===== config.mk =====
export PLATFORM = sky130hd
export DESIGN_NAME = nibble_serial_add_sub
export DESIGN_NICKNAME = d
export VERILOG_FILES = /design/src/rtl/nibble_serial_add_sub.sv
export SDC_FILE = /design/constraint.sdc
export NUM_CORES = 1
export LEC_CHECK = 0
export CORE_MARGIN = 1
export CORE_UTILIZATION = 47
export DETAILED_ROUTE_END_ITERATION = 8
export PLACE_DENSITY = 0.76
export SLEW_MARGIN = 20
export SYNTH_ARGS = -nofsm -noshare
export SYNTH_HDL_FRONTEND = slang
export SYNTH_SLANG_ARGS = --single-unit

===== constraint.sdc =====
create_clock -name clk -period 2 [get_ports clk]
set_input_delay 0.4 -clock clk [delete_from_list [all_inputs] [get_ports clk]]
set_output_delay 0.4 -clock clk [all_outputs]
set_load 0.02 [all_outputs]

===== src/rtl/nibble_serial_add_sub.sv =====
// ---------------------------------------------------------------------------
// nibble_serial_add_sub
//
// Performs a WIDTH-bit add or subtract (WIDTH = 4*NIBBLES) by driving an
// external 4-bit ripple-carry adder one nibble per clock, least-significant
// nibble first. Operands are latched when a start is accepted. Each RUN cycle
// one nibble of A, the matching nibble of the effective B (inverted for
// subtract) and the running carry go to the adder. The adder's sum and carry
// are captured on the next rising edge.
//
// Subtraction is A + ~B + 1. The inverted B is latched once, and the initial
// carry is seeded with 1. After the last nibble, carry_out is therefore the
// "no borrow" flag (1 means A >= B unsigned).
//
// Ports
//   clk         in   1      system clock, rising edge
//   rst_n       in   1      synchronous active-low reset
//   start       in   1      request, accepted in IDLE or DONE only
//   sub         in   1      0 = A+B, 1 = A-B (latched on accept)
//   op_a        in   WIDTH  operand A (latched on accept)
//   op_b        in   WIDTH  operand B (latched on accept)
//   busy        out  1      high while in RUN
//   done        out  1      high for the single DONE cycle
//   result      out  WIDTH  sum / difference, held until next accept
//   carry_out   out  1      final nibble carry (sub: 1 = no borrow)
//   overflow    out  1      two's-complement overflow of the full operation
//   adder_a     out  4      A nibble to the external adder
//   adder_b     out  4      effective B nibble to the external adder
//   adder_cin   out  1      carry-in to the external adder
//   adder_sum   in   4      sum from the external adder (combinational)
//   adder_cout  in   1      carry-out from the external adder
// ---------------------------------------------------------------------------
module nibble_serial_add_sub #(
  parameter int NIBBLES = 4,
  parameter int WIDTH   = 4 * NIBBLES
) (
  input  logic             clk,
  input  logic             rst_n,
  input  logic             start,
  input  logic             sub,
  input  logic [WIDTH-1:0] op_a,
  input  logic [WIDTH-1:0] op_b,
  output logic             busy,
  output logic             done,
  output logic [WIDTH-1:0] result,
  output logic             carry_out,
  output logic             overflow,
  output logic [3:0]       adder_a,
  output logic [3:0]       adder_b,
  output logic             adder_cin,
  input  logic [3:0]       adder_sum,
  input  logic             adder_cout
);

  // Nibble index width. A single-nibble build still needs a one-bit register.
  localparam int IDX_W = (NIBBLES > 1) ? $clog2(NIBBLES) : 1;
  localparam logic [IDX_W-1:0] LAST_IDX = IDX_W'(NIBBLES - 1);

  typedef enum logic [1:0] {
    S_IDLE = 2'd0,
    S_RUN  = 2'd1,
    S_DONE = 2'd2
  } state_t;

  state_t state_q;
  state_t state_d;

  // Operands and result are held as nibble arrays, so the active slice is a
  // plain index by the nibble counter.
  logic [NIBBLES-1:0][3:0] a_q;
  logic [NIBBLES-1:0][3:0] beff_q;
  logic [NIBBLES-1:0][3:0] result_q;
  logic                    carry_q;
  logic [IDX_W-1:0]        idx_q;
  logic                    carry_out_q;
  logic                    overflow_q;

  logic accept;
  logic last_nibble;

  // A request is taken in IDLE and also in DONE, which allows back-to-back
  // operations without an idle gap. A request during RUN is dropped.
  assign accept      = start && (state_q != S_RUN);
  assign last_nibble = (idx_q == LAST_IDX);

  // ---------------------------------------------------------------------
  // State register
  // ---------------------------------------------------------------------
  // NOTE: clocked state is written only with non-blocking assignments. All
  // registers then update together at the edge, and the result does not
  // depend on the order in which the always blocks are evaluated.
  always_ff @(posedge clk) begin
    if (!rst_n) begin
      state_q <= S_IDLE;
    end else begin
      state_q <= state_d;
    end
  end

  // ---------------------------------------------------------------------
  // Next-state logic
  // ---------------------------------------------------------------------
  // NOTE: every signal assigned in a combinational block gets a default
  // first. If any path left a signal unassigned, synthesis would infer a
  // latch to hold its old value.
  always_comb begin
    state_d = state_q;
    unique case (state_q)
      S_IDLE:  if (start) state_d = S_RUN;
      S_RUN:   if (last_nibble) state_d = S_DONE;
      S_DONE:  state_d = start ? S_RUN : S_IDLE;
      default: state_d = S_IDLE;
    endcase
  end

  // ---------------------------------------------------------------------
  // Datapath registers
  // ---------------------------------------------------------------------
  always_ff @(posedge clk) begin
    if (!rst_n) begin
      a_q         <= '0;
      beff_q      <= '0;
      result_q    <= '0;
      carry_q     <= 1'b0;
      idx_q       <= '0;
      carry_out_q <= 1'b0;
      overflow_q  <= 1'b0;
    end else if (accept) begin
      a_q         <= op_a;
      beff_q      <= sub ? ~op_b : op_b;
      carry_q     <= sub;               // +1 completes the two's complement
      idx_q       <= '0;
      result_q    <= '0;
      carry_out_q <= 1'b0;
      overflow_q  <= 1'b0;
    end else if (state_q == S_RUN) begin
      result_q[idx_q] <= adder_sum;
      carry_q         <= adder_cout;
      if (last_nibble) begin
        idx_q       <= '0;
        carry_out_q <= adder_cout;
        // Overflow occurs when the addends share a sign and the result sign
        // differs. Beff already holds the inverted B for subtract, so one
        // rule covers both operations.
        overflow_q  <= (a_q[NIBBLES-1][3] == beff_q[NIBBLES-1][3]) &&
                       (adder_sum[3] != a_q[NIBBLES-1][3]);
      end else begin
        idx_q <= idx_q + IDX_W'(1);
      end
    end
  end

  // ---------------------------------------------------------------------
  // Adder drive: only RUN presents operands. Otherwise the adder sees zeros,
  // so it stays quiet while idle.
  // ---------------------------------------------------------------------
  always_comb begin
    adder_a   = 4'h0;
    adder_b   = 4'h0;
    adder_cin = 1'b0;
    if (state_q == S_RUN) begin
      adder_a   = a_q[idx_q];
      adder_b   = beff_q[idx_q];
      adder_cin = carry_q;
    end
  end

  assign busy      = (state_q == S_RUN);
  assign done      = (state_q == S_DONE);
  assign result    = result_q;
  assign carry_out = carry_out_q;
  assign overflow  = overflow_q;

endmodule

==> results.txt <==
pwr dens -> 674 nW/um^2
Crit. End Element -> primary output
Residual DRC -> 0
Vias -> 2192
CTS max path bufs -> 2
share of cells above drive strength 1 -> 0.154
die span in y -> 74.9 um
Worst-Skew Late Latency -> 0.31 ns
1st-iter DRT viols -> 121
#FFs+latches synth -> 55
min Tclk post-route -> 1.99 ns
power consumption -> 0.00232 W
startpoint types -> register
critical path required time -> 1.60 ns
post-CTS setup buffer count -> 0
yosys warns -> 0
Hold/Removal Path Class -> reg -> reg
final setup skew -> 0.00399 ns
worst reg-to-reg setup slack -> 0.42 ns
worst vdd ir -> 0.000387 V
wire length per cell -> 13.5 um
vias in the first global route -> 2091
Total Routing Usage GR -> 0.221
Yosys cell types -> 31
CP peak stage delay -> 0.49 ns
post-synth net total -> 318
Synth Cell Area -> 2490 sq um
final hold violations -> 0
Post-Place Worst Slack -> -0.102 ns
# IOs -> 70
DR pass1 iterations -> 4
row count -> 26
peak fanout along the critical path -> 8
first-pass GRT wire length -> 9.36 mm
DRT antenna net count -> 0
highest clock rate -> 502 MHz
crit path DAT -> 1.59 ns
max-slew violations -> 0
core area -> 5110 sq um
die area -> 5600 sq um
I/O Buffers -> 69
CP bufs+invs -> 2
H-Tree Depth -> 2
Mapped Cells -> 273
clock tree from TritonCTS -> done
crit-path leading delay family -> multiplexers
CTS clk-pin slew, worst paths -> 0.09 ns
commonest cells after routing, fill and taps aside -> clkdlybuf4s50_1 (59), dfxtp_1 (53), a21oi_1 (48)
Mean Syn Cell Area -> 9.14 sq um
MaxCap Viol Count -> 0
Synth Flop Type -> dfxtp_1
final net count -> 390
initial cell density of the core -> 0.488
ANT cells -> 0
status -> completed
Die Span X -> 74.9 um
RSZ-0062 raised after global routing -> true
post-route setup slack -> 0.00707 ns
hold-fix buffers at CTS -> 0
critical path, cell by cell -> buf_12, mux4_2, and2_4, buf_6
CTS Root Buffer Type -> clkbuf_8
Hold Worst Slack -> 0.456 ns
Syn-to-layout area delta -> 37.7%
Lkg Pwr -> 1.25 nW
WL final -> 5.60 mm
Async SR Flop Fraction -> 0
Crit Path Class -> reg -> out
Slew HR -> 0.751
Final Setup Violations -> 0
grt total ovfl -> 0
Vias/cell -> 5.28
post-synthesis sequential area ratio -> 0.441
largest net degree at the start of global routing -> 39
number of synthesized flops with an enable pin -> 0
most common cell after layout, fill and taps aside -> clkdlybuf4s50_1
initial antenna violation count -> 0
Worst Max-Slew Pin Slew -> 0.373 ns
fillcell total -> 456
number of CTS-inserted buffers -> 5
CP max-delay cell -> mux4_2
GP Congestion -> 0.809
crit share post-route -> 0.996
# clock sinks -> 55
dpl hpwl -> 3.98 mm
-- layer usage --
layer / share of wire / global-route usage / routed length (um)
met5: 0 / 0 / 0
met4: 0.012 / 0.0692 / 70
met3: 0.041 / 0.0509 / 231
met2: 0.49 / 0.377 / 2750
met1: 0.46 / 0.279 / 2550
-- kinds of logic after synthesis --
| kind of cell | count (synthesis) | synth area share |
|---|---|---|
| multiplexers | 13 | 0.0923 |
| AND/OR/NAND/NOR | 73 | 0.150 |
| AO/OA/AOI/OAI | 83 | 0.184 |
| flip-flops | 55 | 0.441 |
| adder cells (fa/ha/maj) | 4 | 0.0201 |
| XOR/XNOR | 16 | 0.0562 |
| buffers and inverters | 29 | 0.0562 |
-- Yosys cell counts (6+ instances only) --
master / instances / area, sq um
mux4_2: 8 / 180
and2_1: 10 / 62.6
o21ai_0: 15 / 75.1
clkbuf_1: 6 / 22.5
nand2_1: 16 / 60.1
nor2_1: 6 / 22.5
buf_2: 13 / 65.1
dfxtp_1: 55 / 1100
xnor2_1: 16 / 140
a21oi_1: 48 / 240
a211oi_1: 17 / 128
nand3_1: 29 / 145
-- where the power goes --
group / leakage [nW] / internal [W] / switching [W] / total (W)
clock network: 0.0513 / 0.000367 / 0.000342 / 0.000710
registers: 0.451 / 0.00115 / 0.0000313 / 0.00118
logic: 0.752 / 0.000224 / 0.000199 / 0.000423
total: 1.25 / 0.00174 / 0.000573 / 0.00232
-- what timing repair did --
item | CTS | global route
gates cloned | 0 | 0
pin swaps | 3 | 0
resized for setup | 49 | 3
setup endpoints to repair | 10 | 5
-- final timing paths --
check	from	to	depth (start not counted)
hold reg to reg	result[13]	result[13]	2
setup / recovery	idx_q[0]	adder_b[1]	4
hold / removal	result[13]	result[13]	2
setup reg to reg	idx_q[1]	overflow	6
-- registers in the layout, summed over array words and instances (netlist names) --
name	count
a_q	16
carry_out	1
result	16
carry_q	1
idx_q	2
overflow	1
beff_q	16
state_q	2
-- stage by stage --
| stage | instance area, sq um | utilization | std cells | setup TNS (ns) |
|---|---|---|---|---|
| 6_report | 3440 | 0.673 | 415 | 0 |
| 4_1_cts | 3430 | 0.671 | 415 | -0.0315 |
| 5_1_grt | 3440 | 0.673 | 415 | -0.141 |
| 3_5_place_dp | 3330 | 0.651 | 408 | -0.651 |
| 3_3_place_gp | 3330 | 0.651 | 408 | -0.491 |
| 2_1_floorplan | 2490 | - | 273 | 0 |
-- worst min-delay path, delay by kind of cell, from the launching register on --
kind               cells  cell delay [ns]
AOI/OAI and AO/OA      1             0.05
DFF                    1             0.32
and+or+nand+nor        1             0.05
-- final cells by class --
| class | count | area, sq um | share of cell area |
|---|---|---|---|
| Multi-Input combinational cell | 189 | 1270 | 0.369 |
| Clock buffer | 6 | 72.6 | 0.0211 |
| Tap cell | 70 | 87.6 | 0.0255 |
| Timing Repair Buffer | 89 | 855 | 0.249 |
| Sequential cell | 55 | 1100 | 0.321 |
| Clock inverter | 1 | 30.0 | 0.00874 |
| Inverter | 5 | 21.3 | 0.00619 |
No activity file was read; power rests on OpenSTA's default activity.
